--- config.mk ---
export PLATFORM = sky130hd
export DESIGN_NAME = mem_port_arbiter
export DESIGN_NICKNAME = d
export VERILOG_FILES = /design/src/rtl/mem_arb_pkg.sv /design/src/rtl/mem_arb_pick.sv /design/src/rtl/mem_port_arbiter.sv
export SDC_FILE = /design/constraint.sdc
export NUM_CORES = 1
export LEC_CHECK = 0
export CAP_MARGIN = 30
export CORE_ASPECT_RATIO = 1.75
export CORE_UTILIZATION = 33
export CTS_BUF_LIST = sky130_fd_sc_hd__clkbuf_8 sky130_fd_sc_hd__clkbuf_16
export DETAILED_ROUTE_END_ITERATION = 7
export GPL_ROUTABILITY_DRIVEN = 0
export PLACE_DENSITY = 0.78
export SETUP_SLACK_MARGIN = 0.2
export SLEW_MARGIN = 15
export SYNTH_ARGS = -nofsm -noshare
export SYNTH_HDL_FRONTEND = slang
export SYNTH_SLANG_ARGS = --single-unit
--- constraint.sdc ---
create_clock -name clk -period 1.55 [get_ports clk]
set_clock_uncertainty 0.15 [all_clocks]
set_input_delay 0.31 -clock clk [delete_from_list [all_inputs] [get_ports clk]]
set_output_delay 0.31 -clock clk [all_outputs]
set_load 0.1 [all_outputs]
--- src/rtl/mem_arb_pkg.sv ---
// mem_arb_pkg: shared FSM/owner types and mem_acc_mode encodings for mem_port_arbiter
package mem_arb_pkg;
  typedef enum logic [1:0] {IDLE, REQ, RESP} arb_state_e;
  typedef enum logic {OWN_IF, OWN_LS} arb_owner_e;
  localparam logic [2:0] MEM_BYTE   = 3'b000;
  localparam logic [2:0] MEM_HALF   = 3'b001;
  localparam logic [2:0] MEM_WORD   = 3'b010;
  localparam logic [2:0] MEM_BYTE_U = 3'b100;
  localparam logic [2:0] MEM_HALF_U = 3'b101;
endpackage

--- src/rtl/mem_arb_pick.sv ---
// mem_arb_pick: winner select, fixed LS>IF priority or round robin when ARB_ROUND_ROBIN_EN is defined
module mem_arb_pick
  import mem_arb_pkg::*;
(
  input  logic       if_req,
  input  logic       ls_req,
  input  arb_owner_e last_owner,
  output arb_owner_e pick
);
`ifdef ARB_ROUND_ROBIN_EN
  always_comb pick = !ls_req ? OWN_IF : !if_req ? OWN_LS : last_owner == OWN_LS ? OWN_IF : OWN_LS;
`else
  logic unused_last_owner;
  assign unused_last_owner = last_owner == OWN_LS;
  always_comb pick = (ls_req || !if_req) ? OWN_LS : OWN_IF;
`endif
endmodule

--- src/rtl/mem_port_arbiter.sv ---
// mem_port_arbiter: shares one single-port memory between IF and LS with request/response sequencing and a response watchdog
module mem_port_arbiter
  import mem_arb_pkg::*;
#(
  parameter int ADDR_W  = 32,
  parameter int DATA_W  = 32,
  parameter int TIMEOUT = 16
) (
  input  logic              clk,
  input  logic              rst,
  input  logic              if_req,
  input  logic [ADDR_W-1:0] if_addr,
  output logic              if_gnt,
  output logic              if_rvalid,
  output logic [DATA_W-1:0] if_rdata,
  output logic              if_err,
  input  logic              ls_req,
  input  logic              ls_we,
  input  logic [ADDR_W-1:0] ls_addr,
  input  logic [DATA_W-1:0] ls_wdata,
  input  logic [2:0]        ls_mode,
  output logic              ls_gnt,
  output logic              ls_rvalid,
  output logic [DATA_W-1:0] ls_rdata,
  output logic              ls_err,
  output logic              mem_req,
  output logic              mem_we,
  output logic [ADDR_W-1:0] mem_addr,
  output logic [DATA_W-1:0] mem_wdata,
  output logic [2:0]        mem_mode,
  input  logic              mem_gnt,
  input  logic              mem_rvalid,
  input  logic [DATA_W-1:0] mem_rdata
);
  localparam int TW = TIMEOUT > 1 ? $clog2(TIMEOUT) : 1;
  arb_state_e        state, state_nx;
  arb_owner_e        owner, last_owner, pick;
  logic [TW-1:0]     timer;
  logic              cmd_we;
  logic [ADDR_W-1:0] cmd_addr;
  logic [DATA_W-1:0] cmd_wdata;
  logic [2:0]        cmd_mode;
  logic              any_req, is_ls, acc, resp, tmo, done;
  mem_arb_pick u_pick (
    .if_req     (if_req),
    .ls_req     (ls_req),
    .last_owner (last_owner),
    .pick       (pick)
  );
  assign any_req = if_req || ls_req;
  assign is_ls   = owner == OWN_LS;
  assign acc     = state == REQ && mem_gnt;
  assign resp    = state == RESP && mem_rvalid;
  assign tmo     = state == RESP && !mem_rvalid && timer == TW'(TIMEOUT - 1);
  assign done    = resp || tmo;
  always_comb begin
    state_nx  = state == IDLE ? (any_req ? REQ : IDLE) :
                state == REQ  ? (mem_gnt ? RESP : REQ) :
                                (done ? IDLE : RESP);
    mem_req   = state == REQ;
    mem_we    = mem_req && cmd_we;
    mem_addr  = mem_req ? cmd_addr : '0;
    mem_wdata = mem_req ? cmd_wdata : '0;
    mem_mode  = mem_req ? cmd_mode : 3'b000;
    if_gnt    = acc && !is_ls;
    ls_gnt    = acc && is_ls;
    if_rvalid = done && !is_ls;
    ls_rvalid = done && is_ls;
    if_err    = tmo && !is_ls;
    ls_err    = tmo && is_ls;
    if_rdata  = (resp && !is_ls) ? mem_rdata : '0;
    ls_rdata  = (resp && is_ls) ? mem_rdata : '0;
  end
  always_ff @(posedge clk) begin
    if (rst) begin
      state      <= IDLE;
      owner      <= OWN_IF;
      last_owner <= OWN_IF;
      timer      <= '0;
      cmd_we     <= 1'b0;
      cmd_addr   <= '0;
      cmd_wdata  <= '0;
      cmd_mode   <= 3'b000;
    end else begin
      state <= state_nx;
      timer <= acc ? '0 : state == RESP ? timer + 1'b1 : timer;
      if (resp) last_owner <= owner;
      if (state == IDLE && any_req) begin
        owner     <= pick;
        cmd_we    <= pick == OWN_LS && ls_we;
        cmd_addr  <= pick == OWN_LS ? ls_addr : if_addr;
        cmd_wdata <= pick == OWN_LS ? ls_wdata : '0;
        cmd_mode  <= pick == OWN_LS ? ls_mode : MEM_WORD;
      end
    end
  end
endmodule

==> results of run 1 <==
[layout make-up]
class / count / area (µm²) / share of cell area, %
antenna: 1 / 2.502 / 0.02246
clock buffer: 10 / 239.0 / 2.145
clock inverter: 6 / 63.81 / 0.5727
inverter: 4 / 15.01 / 0.1348
multi-input combinational: 411 / 3417 / 30.67
sequential: 75 / 1509 / 13.54
tap: 165 / 206.4 / 1.853
timing repair buffer: 377 / 5689 / 51.06
[flip-flops by register name (all words and copies together) (netlist names)]
name       flops
cmd_addr      32
cmd_mode       3
cmd_wdata     32
cmd_we         1
is_ls          1
state          2
timer          4
[repair_timing]
| item | 4_1_cts | 5_1_grt |
|---|---|---|
| gates cloned | 14 | 7 |
| pin swaps | 49 | 101 |
| setup buffers | 28 | 10 |
| endpoints found under the hold margin | 0 | 0 |
| hold buffers | 0 | 0 |
| resized for setup | 61 | 175 |
| endpoints found under the setup margin | 212 | 214 |
[critical path, stage by stage (launching register included)]
cell	delay (ns)
dfxtp_2	0.34
buf_6	0.13
nor2b_4	0.16
buf_12	0.15
buf_12	0.11
buf_16	0.14
and2_4	0.18
buf_12	0.17
[cell families (layout without fill, tap and decap cells)]
kind of cell,after synthesis,after routing,synth area share (%)
XOR/XNOR,1,1,0.2127
buffers and inverters,55,397,7.199
adder cells (fa/ha/maj),1,1,0.3037
flip-flops,75,75,36.45
AO/OA/AOI/OAI,146,146,21.05
other,0,1,0
AND/OR/NAND/NOR,262,263,34.78
[stage by stage]
step / worst slack [ns] / hold WS (ns) / cell area (µm²) / power (mW) / util, %
6_report: -0.6580 / 0.3030 / 11140 / 8.170 / 92.32
5_1_grt: -0.6856 / 0.3132 / 11140 / 8.333 / 92.32
4_1_cts: -0.5405 / 0.2352 / 10200 / 7.440 / 84.50
3_5_place_dp: -0.5675 / 0.3171 / 9081 / 4.798 / 75.24
3_3_place_gp: -0.5260 / 0.3073 / 9081 / 4.731 / 75.24
2_1_floorplan: -1.132 / 0.2653 / 4677 / 3.745 / -
[layout by cell type (no fill, tap or decap), drive strengths merged, types with 2 or more instances in the layout]
cell type,instances
a2111oi,2
a21oi,72
a311oi,32
and2,132
and3,3
buf,234
clkbuf,17
clkdlybuf4s50,133
clkinv,2
dfxtp,75
dlygate4sd2,3
inv,6
nand2,102
nand2b,2
nand3,2
nor2,7
nor2b,3
o21ai,38
or2,4
[worst paths after layout]
| check | to | from | depth (start not counted) | slack [ns] |
|---|---|---|---|---|
| worst min register to register | cmd_addr[18] | cmd_addr[18] | 2 | 0.36 |
| worst max-delay path | mem_addr[24] | state[1] | 7 | -0.66 |
| worst min-delay path | cmd_wdata[22] | rst | 2 | 0.30 |
| worst max register to register | cmd_addr[30] | state[1] | 11 | -0.60 |
[power by group]
part / switching, mW / internal, mW
Clock: 0.911 / 1.29
Combinational: 1.96 / 1.73
Sequential: 0.159 / 2.11
[metal layers]
layer	share of wire (%)	GRT usage (%)	vias up	wire length [µm]
met3	6.8	4.854	149	1912
li1	-	-	2506	-
met4	7.2	19.92	0	2003
met5	0	0	-	0
met2	54	59.64	426	15030
met1	32	30.45	2857	8988
==> results.toml, run 1 <==
[outcome]
status = "complete, but fails checks"
violations = "setup timing"

[clocking]
clk_latency_ns = 0.34
cts_buffer_depth = 2
clock_sinks = 75
cts_buffers = 9
path_clk_slew_ns = 0.07
tritoncts = "built"
cts-root-buf = "clkbuf_16"
ctsHtreeMaxLevel = 3

[detailed_routing]
ant_nets = 0
viasPerCell = 5.661
vias = 5938
wl_um = 27940
drt-pass1-iter-count = 4
drc = 0
wire_per_inst_um = 26.63
drtIter0Drc = 403

[timing]
fin_setup_tns_ns = -115.28
timing.final.crit_share_pct = 142.5
maxSlewViolCount = 0
worst_slack_ns = -0.6580
worst_pin_slew_ns = 0.5433
relSlewSlack_pct = 63.78
finalSetupViolCount = 213
fmax_mhz = 452.9
rsz0062_at_grt = "true"
period_needed_ns = 2.208
hold_viol = 0

[critical_path]
start_kind = "flop"
crit_required_ns = 1.09
criticalPathCategory = "flop to output pin"
crit_fanout = 15
setup.worst_path.end_class = "output pin"
cp_data_arrival_time_ns = 1.75

[floorplan]
dieWidth_um = 86.46
die_area_um2 = 12950
start_util_pct = 34.13
num_io_pins = 277
rows = 53
coreArea_um2 = 12070
die_h_um = 149.8

[synthesis]
synth_area_leader_cell = "dfxtp_1"
ys_seq_area_share_pct = 36.45
synthTopCellsByCount = "and2_1 (132), nand2_1 (102), dfxtp_1 (75)"
synth_area_um2 = 4119
yosys.area.top_type_share_pct = 36.45
synth.most_common_cell = "and2_1"
synth-seq-cells = 75
netlist_top_cells_area = "dfxtp_1 (36%), and2_1 (20%), nand2_1 (9.3%)"
syn_avg_cell_area_um2 = 7.628
syn_inst = 540
ys_types = 35
synth_nets = 679
synth_edf_count = 0
ys_warn_count = 0
async_flop_share_pct = 0
synthFlopType = "dfxtp_1"

[cells_and_area]
layout.cells.non_filler = 1049
drive_gt1_share_pct = 59.91
nFillCells = 376
fin_nets = 1017
syn_to_final_growth_pct = 170.5

[placement]
place_inst = 973
portBuffers = 276
hpwlAfterDp_um = 13500

[global_routing]
grt_pass1_wl_um = 30440
grt_max_degree = 37
antenna_found_initial = 1
grt_pass1_vias = 5617
grt-ovfl-total = 0
grt_usage_pct = 31.27

[flow_run]
drv_cap = 0

[power]
p_leak_nw = 4.534
ir_drop_uv = 744.1
p_per_area_nw_per_um2 = 733.3

[hold_path]
hp-class = "input pin to flop"
(Power assumes the default switching activity.)
==> run 2, diff against run 1 <==
Settings changed: CELL_PAD_IN_SITES_DETAIL_PLACEMENT set to 2, CELL_PAD_IN_SITES_GLOBAL_PLACEMENT set to 2, CORE_UTILIZATION 33 to 16, CTS_CLUSTER_DIAMETER set to 50, PLACE_DENSITY 0.78 to not set, PLACE_DENSITY_LB_ADDON set to 0.1.
==> run 2 against run 1 <==
Net effect: the run still ends with setup timing left; final area down 0.44%; wire length is 7.6% lower; largest cell class unchanged; cell count up 14%; die area rose by 100%; total power decreased by 1.0%; largest power group unchanged.
==> results.toml, run 2 (synthesized netlist as in run 1, its figures left out) <==
[timing]
maxSlewViolCount = 0
timing.final.crit_share_pct = 136.4
period_needed_ns = 2.115
fmax_mhz = 472.8
finalSetupViolCount = 211
relSlewSlack_pct = 77.01
worst_slack_ns = -0.5650
fin_hold_ws_ns = 0.2201
rsz0062_at_grt = "true"
worst_pin_slew_ns = 0.3448
hold_viol = 0
fin_setup_tns_ns = -97.00

[detailed_routing]
wire_per_inst_um = 21.59
drtIter0Drc = 96
drt-pass1-iter-count = 4
drc = 0
wl_um = 25820
ant_nets = 0
viasPerCell = 4.416
vias = 5281

[critical_path]
start_kind = "flop"
crit_path_top_delay_cell = "dfxtp_2"
crit_path_frequent_cell = "buf_12"
crit_fanout = 6
crit_chain = "buf_6 -> nor2b_4 -> buf_12 -> buf_8 -> clkbuf_16 -> and2_4 -> buf_12"
setup.worst_path.end_class = "output pin"
cp_data_arrival_time_ns = 1.65
crit_required_ns = 1.09
criticalPathCategory = "flop to output pin"
slowest_delay_ns = 0.33

[global_routing]
antenna_found_initial = 3
grt-ovfl-total = 0
grt_max_degree = 36
grt_usage_pct = 18.12
grt_pass1_vias = 5955
grt_pass1_wl_um = 35400

[cells_and_area]
syn_to_final_growth_pct = 169.3
layout.cells.non_filler = 1196
final_common_cell = "buf_12"
top_regs = "cmd_addr x32, cmd_wdata x32, timer x4"
final_cell_mix = "buf_12 (164), clkdlybuf4s50_1 (134), and2_4 (132)"
drive_gt1_share_pct = 54.28
fin_nets = 1011

[floorplan]
die_area_um2 = 26410
dieWidth_um = 123.3
coreArea_um2 = 25240
die_h_um = 214.3
num_io_pins = 277
start_util_pct = 16.32
rows = 77

[power]
p_per_area_nw_per_um2 = 729.2
ir_drop_uv = 410.2
design_power_total_mw = 8.089
p_leak_nw = 4.323

[clocking]
hold_buffers = 0
tritoncts = "built"
cts-root-buf = "clkbuf_16"
cts_buffer_depth = 2
clk_latency_ns = 0.33
cts_buffers = 9
ctsHtreeMaxLevel = 3
path_clk_slew_ns = 0.06
clock_sinks = 75

[outcome]
status = "complete, but fails checks"
violations = "setup timing"

[placement]
portBuffers = 276
place_inst = 1126
hpwlAfterDp_um = 17440

[flow_run]
drv_cap = 0

[hold_path]
hp-class = "input pin to flop"
==> run 2: cell count changes in the layout (fill, tap and decap cells not counted), sizes merged <==
cell	change
buf	-12
clkbuf	+7
diode	+2
dlygate4sd2	-2
inv	-2
bufinv	+1
clkdlybuf4s50	+1
clkinvlp	+1
dlymetal6s2s	+1
nor2	-1
==> run 2: report_power, final <==
group	total (mW)	internal [mW]	leakage (nW)	switching, mW
Clock	2.32	1.45	0.155	0.870
Combinational	3.53	1.70	3.55	1.83
Sequential	2.24	2.11	0.620	0.128
==> run 2: path summary, 6_finish.rpt <==
kind | start | end | slack [ns] | depth (start not counted)
worst max-delay path | state[1] | mem_addr[23] | -0.56 | 7
worst min-delay path | rst | timer[3] | 0.22 | 2
worst max register to register | state[1] | cmd_wdata[9] | -0.41 | 9
worst min register to register | cmd_wdata[7] | cmd_wdata[7] | 0.31 | 2
==> run 2: what timing repair did <==
item | CTS | global route
endpoints found under the setup margin | 213 | 213
pin swaps | 11 | 55
gates cloned | 9 | 16
setup buffers | 20 | 6
resized for setup | 82 | 88
==> run 2: through the flow <==
stage | utilization, % | cell area, µm² | setup slack, ns
after floorplan | - | 4677 | -1.132
after global placement | 36.88 | 9310 | -0.5440
after detailed placement | 36.88 | 9310 | -0.6065
after CTS | 40.71 | 10280 | -0.5894
after global routing | 43.95 | 11090 | -0.6297
final | 43.95 | 11090 | -0.5650
==> run 2: final cells by class <==
| class | instances | area (µm²) |
|---|---|---|
| Antenna cell | 3 | 7.507 |
| Fill cell | 2588 | 14150 |
| Inverter | 4 | 15.01 |
| Clock buffer | 10 | 239.0 |
| Sequential cell | 75 | 1510 |
| Tap cell | 316 | 395.4 |
| Timing Repair Buffer | 372 | 5683 |
| Clock inverter | 6 | 88.84 |
| Multi-Input combinational cell | 410 | 3154 |
==> run 2: metal layers <==
| layer | share of wire [%] | track usage [%] | vias to the layer above |
|---|---|---|---|
| li1 | - | - | 2498 |
| met1 | 32 | 17.48 | 2595 |
| met2 | 61 | 36.69 | 149 |
| met3 | 3.5 | 2.766 | 39 |
| met4 | 3.5 | 6.546 | 0 |
| met5 | 0 | 0 | - |
==> run 2: worst max-delay path: cells and delay by family (launching register included) <==
kind | cells | cell delay, ns
buf+inv | 5 | 0.69
simple gates | 2 | 0.30
flops | 1 | 0.33
==> run 3, diff against run 2 <==
Settings changed: SLEW_MARGIN 15 to 0.
==> results of run 3 <==
No change in the layout: final DEF, timing and power equal those of run 2.
